File: src/rtl/joy_db15_pkg.sv
// Shared definitions for the DB15 joystick link: word length, link FSM states and button bit map.
package joy_db15_pkg;

    localparam int unsigned JOY_NBITS = 16;

    typedef enum logic [1:0] {
        ST_IDLE  = 2'd0,
        ST_LOAD  = 2'd1,
        ST_SHIFT = 2'd2,
        ST_DONE  = 2'd3
    } joy_state_e;

    localparam int unsigned BTN_R     = 0;
    localparam int unsigned BTN_L     = 1;
    localparam int unsigned BTN_D     = 2;
    localparam int unsigned BTN_U     = 3;
    localparam int unsigned BTN_A     = 4;
    localparam int unsigned BTN_B     = 5;
    localparam int unsigned BTN_C     = 6;
    localparam int unsigned BTN_START = 7;

    // Line level is active low; P1 occupies the low byte so P1 R goes out first.
    function automatic logic [JOY_NBITS-1:0] joy_word(input logic [7:0] p1, input logic [7:0] p2);
        return ~{p2, p1};
    endfunction

endpackage

File: src/rtl/joy_debounce.sv
// Single-bit button debouncer; only built when JOY_DB15_TX_DEBOUNCE_EN is defined.
`ifdef JOY_DB15_TX_DEBOUNCE_EN
module joy_debounce #(
    parameter int unsigned DEB_CYCLES = 4096
) (
    input  logic clk,
    input  logic reset_n,
    input  logic din,
    output logic dout
);

    localparam int unsigned CW = $clog2(DEB_CYCLES + 1);

    logic [1:0]    sync_q;
    logic [CW-1:0] cnt_q, cnt_d;
    logic          dout_q, dout_d;

    always_ff @(posedge clk or negedge reset_n) begin
        if (!reset_n) begin
            sync_q <= '0;
            cnt_q  <= '0;
            dout_q <= 1'b0;
        end else begin
            sync_q <= {sync_q[0], din};
            cnt_q  <= cnt_d;
            dout_q <= dout_d;
        end
    end

    // Any sample agreeing with the current output restarts the stability count.
    always_comb begin
        cnt_d  = '0;
        dout_d = dout_q;
        if (sync_q[1] != dout_q) begin
            if (cnt_q == CW'(DEB_CYCLES - 1)) begin
                dout_d = sync_q[1];
            end else begin
                cnt_d = cnt_q + 1'b1;
            end
        end
    end

    assign dout = dout_q;

endmodule
`endif

File: src/rtl/joy_db15_tx.sv
// DB15 joystick device-side responder: emulates the host-read '165 latch chain.
// Optional per-button debouncing is enabled with JOY_DB15_TX_DEBOUNCE_EN.
module joy_db15_tx
    import joy_db15_pkg::*;
#(
    parameter int unsigned NBITS       = JOY_NBITS,
    parameter int unsigned SYNC_STAGES = 2,
    parameter int unsigned DEB_CYCLES  = 4096
) (
    input  logic       clk,
    input  logic       reset_n,
    input  logic       joy_load,
    input  logic       joy_clk,
    output logic       joy_data,
    input  logic [7:0] btn_p1,
    input  logic [7:0] btn_p2,
    output logic       frame_done,
    output logic       overrun
);

    localparam int unsigned CW = $clog2(NBITS + 1);

    if (SYNC_STAGES < 2 || NBITS != JOY_NBITS || DEB_CYCLES < 1) begin : g_param_check
        $error("joy_db15_tx: unsupported parameter set");
    end

    logic [SYNC_STAGES-1:0] load_sync_q, clk_sync_q;
    logic                   load_prev_q, clk_prev_q;
    logic                   load_s, clk_s;
    logic                   load_fall, load_rise, clk_rise;

    always_ff @(posedge clk or negedge reset_n) begin
        if (!reset_n) begin
            load_sync_q <= '1;
            clk_sync_q  <= '0;
            load_prev_q <= 1'b1;
            clk_prev_q  <= 1'b0;
        end else begin
            load_sync_q <= {load_sync_q[SYNC_STAGES-2:0], joy_load};
            clk_sync_q  <= {clk_sync_q[SYNC_STAGES-2:0], joy_clk};
            load_prev_q <= load_s;
            clk_prev_q  <= clk_s;
        end
    end

    assign load_s    = load_sync_q[SYNC_STAGES-1];
    assign clk_s     = clk_sync_q[SYNC_STAGES-1];
    assign load_fall = load_prev_q & ~load_s;
    assign load_rise = ~load_prev_q & load_s;
    assign clk_rise  = ~clk_prev_q & clk_s;

    logic [15:0]      btn_raw, btn_s;
    logic [NBITS-1:0] word;

    assign btn_raw = {btn_p2, btn_p1};

`ifdef JOY_DB15_TX_DEBOUNCE_EN
    for (genvar i = 0; i < 16; i++) begin : g_deb
        joy_debounce #(
            .DEB_CYCLES(DEB_CYCLES)
        ) u_deb (
            .clk    (clk),
            .reset_n(reset_n),
            .din    (btn_raw[i]),
            .dout   (btn_s[i])
        );
    end
`else
    logic [15:0] btn_meta_q, btn_sync_q;

    always_ff @(posedge clk or negedge reset_n) begin
        if (!reset_n) begin
            btn_meta_q <= '0;
            btn_sync_q <= '0;
        end else begin
            btn_meta_q <= btn_raw;
            btn_sync_q <= btn_meta_q;
        end
    end

    assign btn_s = btn_sync_q;
`endif

    assign word = joy_word(btn_s[7:0], btn_s[15:8]);

    joy_state_e       state_q, state_d;
    logic [NBITS-1:0] shreg_q, shreg_d;
    logic [CW-1:0]    cnt_q, cnt_d;
    logic             overrun_q, overrun_d;
    logic             frame_done_q, frame_done_d;

    always_ff @(posedge clk or negedge reset_n) begin
        if (!reset_n) begin
            state_q      <= ST_IDLE;
            shreg_q      <= '1;
            cnt_q        <= '0;
            overrun_q    <= 1'b0;
            frame_done_q <= 1'b0;
        end else begin
            state_q      <= state_d;
            shreg_q      <= shreg_d;
            cnt_q        <= cnt_d;
            overrun_q    <= overrun_d;
            frame_done_q <= frame_done_d;
        end
    end

    // A load fall pre-empts everything, including a coincident clock rise.
    always_comb begin
        state_d      = state_q;
        shreg_d      = shreg_q;
        cnt_d        = cnt_q;
        overrun_d    = overrun_q;
        frame_done_d = 1'b0;
        if (load_fall) begin
            state_d   = ST_LOAD;
            shreg_d   = word;
            cnt_d     = '0;
            overrun_d = 1'b0;
        end else begin
            unique case (state_q)
                ST_IDLE: begin
                    if (!load_s) begin
                        state_d   = ST_LOAD;
                        shreg_d   = word;
                        cnt_d     = '0;
                        overrun_d = 1'b0;
                    end
                end
                ST_LOAD: begin
                    shreg_d = word;
                    cnt_d   = '0;
                    if (load_rise) begin
                        state_d = ST_SHIFT;
                    end
                end
                ST_SHIFT: begin
                    if (clk_rise) begin
                        shreg_d = {1'b1, shreg_q[NBITS-1:1]};
                        cnt_d   = cnt_q + 1'b1;
                        if (cnt_q == CW'(NBITS - 1)) begin
                            state_d      = ST_DONE;
                            frame_done_d = 1'b1;
                        end
                    end
                end
                ST_DONE: begin
                    if (clk_rise) begin
                        overrun_d = 1'b1;
                    end
                end
                default: state_d = ST_IDLE;
            endcase
        end
    end

    // LOAD is transparent: the line follows the live word's first bit.
    always_comb begin
        joy_data = 1'b1;
        unique case (state_q)
            ST_LOAD:  joy_data = word[BTN_R];
            ST_SHIFT: joy_data = shreg_q[0];
            default:  joy_data = 1'b1;
        endcase
    end

    assign frame_done = frame_done_q;
    assign overrun    = overrun_q;

endmodule
File: config.mk
export PLATFORM = sky130hd
export DESIGN_NAME = joy_db15_tx
export DESIGN_NICKNAME = d
export VERILOG_FILES = /design/src/rtl/joy_db15_pkg.sv /design/src/rtl/joy_debounce.sv /design/src/rtl/joy_db15_tx.sv
export SDC_FILE = /design/constraint.sdc
export NUM_CORES = 1
export LEC_CHECK = 0
export CORE_ASPECT_RATIO = 0.6
export CORE_MARGIN = 4
export CORE_UTILIZATION = 41
export CTS_CLUSTER_DIAMETER = 50
export DETAILED_ROUTE_END_ITERATION = 10
export PLACE_DENSITY = 0.71
export SLEW_MARGIN = 20
export SYNTH_ARGS = -nofsm -noshare
export SYNTH_HDL_FRONTEND = slang
export SYNTH_SLANG_ARGS = --single-unit
export TNS_END_PERCENT = 5
File: constraint.sdc
create_clock -name clk -period 2.8 [get_ports clk]
set_input_delay 0.42 -clock clk [delete_from_list [all_inputs] [get_ports clk]]
set_output_delay 0.42 -clock clk [all_outputs]
set_load 0.05 [all_outputs]
==> impl_metrics.ini, run 1 <==
[status]
run_status = complete, no violations

[detailed_routing]
drt_iter0_drc = 58
sum_of_met3_wire_segment_lengths_after_detailed_routing_um = 181
wl_met1_um = 1810
detail_route.vias_per_cell = 4.54
route.met2.wl_um = 1690
number_of_routed_nets_with_antenna_violations = 0
top_layer = met4
route.detailed.drc = 0
firstDrtPassIters = 4
totalWireLength_um = 3720
routed-via-count = 1302
routedWlPerCell_um = 12.9

[hold_path]
hold_path_class = in2async

[finish]
nFillCells = 481
area_delta_synth_final_pct = 21.9
post_route_cells_drive_above_1_share_pct = 29.0
nNetsFinal = 230
multi_input_comb_area_um2 = 757
post-route-cell-area_um2 = 2970
seqCellArea_um2 = 1600
antenna_cells_inserted = 0
finish.utilization_pct = 52.5

[cts]
clock_sink_count = 63
cts_htree_levels = 3
tritoncts = done
cts_setup_buffers = 0
skew_pair_late_insertion_delay_ns = 0.33
cts_inserted_buffers = 9
cts.reportedPaths.clkPinSlew_ns = 0.07
clockBufferDepth = 2
postCtsResizedCells = 0
postCtsHoldBufs = 0
clock_root_buffer = clkbuf_8

[yosys]
yosys_most_used_dff = dfrtp_1
synthesis.area_per_instance_um2 = 14.1
synth_mux_area_share_pct = 9.87
synth.most_common_cell = dfrtp_1
mappedNetlistArea_um2 = 2430
yosysWarnings = 0
count_of_different_cell_masters_after_synthesis = 32
number_of_enable_type_register_cells_in_the_synthesized_netlist = 0
synth_adder_area_share_pct = 4.11
postSynth.asyncResetShare_pct = 100
synth_compound_area_share_pct = 8.59
synth_common_cells = 44 x dfrtp_1, 19 x dfstp_2, 18 x a21oi_1, 18 x nor2_1, 16 x mux2_4
post_synth_top_area_share_pct = 45.2
yosys.area_share.simple_pct = 8.53
synth_top_family_by_area = multiplexers
ys_seq_elements = 63
synth-xor-area-share_pct = 0
synthesis.instances = 172
netlist_top_cells_area = dfrtp_1 45%, dfstp_2 21%, mux2_4 9.9%
synth_largest_area_cell = dfrtp_1
synth.yosys.seq_area_share_pct = 65.8
synthesis.nets = 200

[pwr]
power_density_nw_per_um2 = 1050
peakVddDrop_mv = 0.406
leakagePower_nw = 1.33

[sta]
skew_ns = 0.00765
maxSlewHeadroom_pct = 49.9
final_hold_viol_count = 0
tns_ns = 0
finalSetupViolations = 0
slew_violations = 0
timing_worst_slew_pin_value_ns = 0.752
timing.fmax_ghz = 0.390
rsz0062_at_grt = no
final.period_utilization_pct = 91.6
worst_slack_ns = 0.235
timing.final.crit_period_ns = 2.56
holdWs_ns = 0.227

[floorplan]
floorplan.initialDensity_pct = 43.1
die_area_um2 = 7270
num_io_pins = 23
dieWidth_um = 107
placement_rows = 21
die_h_um = 67.7
area_of_the_core_um2 = 5650

[place]
dp.final_hpwl_um = 2370
post-place-ws_ns = 0.574
port_buffers = 22
instance_area_at_placement_um2 = 2730
gp_routability_congestion = 0.836

[flow_run]
max_cap_viol_count = 0

[worst_setup_path]
critPathRequiredTime_ns = 2.38
endpoint_kind = primary output
r2r-end = shreg_q[12]
regToRegSetupSlack_ns = 0.76
cp-start-kind = register
crit_path_category = reg2out
path_max_fanout = 7
regToRegStartpoint = state_q[0]
worst_ep_arrival_time_ns = 2.14
reg2regPathDepth = 7

[global_routing]
globalRoute.totalOverflow = 0
grt_first_pass_wirelength_um = 6200
track_usage_pct = 11.8
maximum_number_of_pins_on_one_net_before_global_route_repair = 64
initial_antenna_violation_count = 0
first_global_vias = 1327
==> layout make-up <==
class,count,share of cell area (%)
clock buffer,10,4.30
clock inverter,6,3.67
inverter,6,0.759
multi-input combinational,97,25.5
sequential,63,53.9
tap,80,3.37
timing repair buffer,25,8.44
==> metal layers <==
| layer | up-vias | global-route usage (%) |
|---|---|---|
| met5 | - | 0 |
| met4 | 0 | 5.20 |
| met3 | 4 | 6.40 |
| met2 | 19 | 17.1 |
| met1 | 630 | 14.6 |
| li1 | 649 | - |
==> critical path, stage by stage, from the launching register on <==
cell	delay [ns]
dfrtp_1	0.44
inv_1	0.11
ha_1	0.31
nand2_1	0.08
nand3_1	0.08
clkdlybuf4s50_1	0.79
==> through the flow <==
| stage | total power [mW] | cells |
|---|---|---|
| after floorplan | 2.03 | 172 |
| after global placement | 2.18 | 271 |
| after detailed placement | 2.21 | 271 |
| after CTS | 3.15 | 287 |
| after global routing | 3.30 | 287 |
| final | 3.12 | 287 |
==> kinds of logic after synthesis <==
group           count (synthesis)
compound gates                 32
fa+ha+maj                       8
buf+inv                        12
flops                          63
mux                            16
simple gates                   41
==> registers in the layout (all words and copies together) (netlist names) <==
name / count
btn_s: 16
frame_done: 1
shreg_q: 16
load_prev_q: 1
clk_prev_q: 1
clk_sync_q: 2
state_q: 2
btn_meta_q: 16
cnt_q: 5
load_sync_q: 2
overrun: 1
==> placed cells by master (no fill, tap or decap) <==
cell type         n
a21o_1            1
a21oi_1          18
a221o_2           1
a221oi_2          1
a22o_1            1
a2bb2oi_2         1
a41oi_1           1
and2b_1           1
and2b_2           1
and3_1            2
and4_1            1
buf_12            1
buf_2             1
buf_4             2
bufinv_16         3
clkbuf_1          1
clkbuf_8          9
clkdlybuf4s50_1  21
clkinv_2          2
clkinv_4          1
dfrtp_1          44
dfstp_2          19
ha_1              8
inv_1             6
mux2_4           16
nand2_1           5
nand2b_1          2
nand2b_4          1
nand3_1           6
nand4b_1          1
nor2_1           18
nor2_2            1
nor3_1            1
o21ai_0           4
o22a_1            1
o2bb2ai_1         1
o31ai_1           2
or2b_1            1
==> where the power goes <==
part / total [mW] / switching [mW] / internal (mW) / leakage [nW]
registers: 1.27 / 0.100 / 1.17 / 0.726
logic: 0.928 / 0.441 / 0.488 / 0.483
clock network: 0.919 / 0.329 / 0.590 / 0.120
==> worst max path at each step <==
stage                         startpoint     endpoint  slack [ns]  cells past startpoint
after floorplan           load_sync_q[1]  shreg_q[13]        1.04                      8
after global placement        state_q[0]     joy_data        0.62                      5
after detailed placement      state_q[0]     joy_data        0.57                      5
after CTS                     state_q[0]     joy_data        0.20                      5
after global routing          state_q[0]     joy_data        0.08                      5
final                         state_q[0]     joy_data        0.24                      5
No activity file was read; power rests on OpenSTA's default activity.
==> inputs of run 2 (changes only) <==
GPL_ROUTABILITY_DRIVEN = 1   (was unset)
==> results of run 2 <==
Final layout, timing and power as in run 1 (identical DEF).
==> inputs of run 3 (changes only) <==
SLEW_MARGIN = unset   (was 20)
==> results of run 3 <==
Final layout, timing and power as in run 1 (identical DEF).
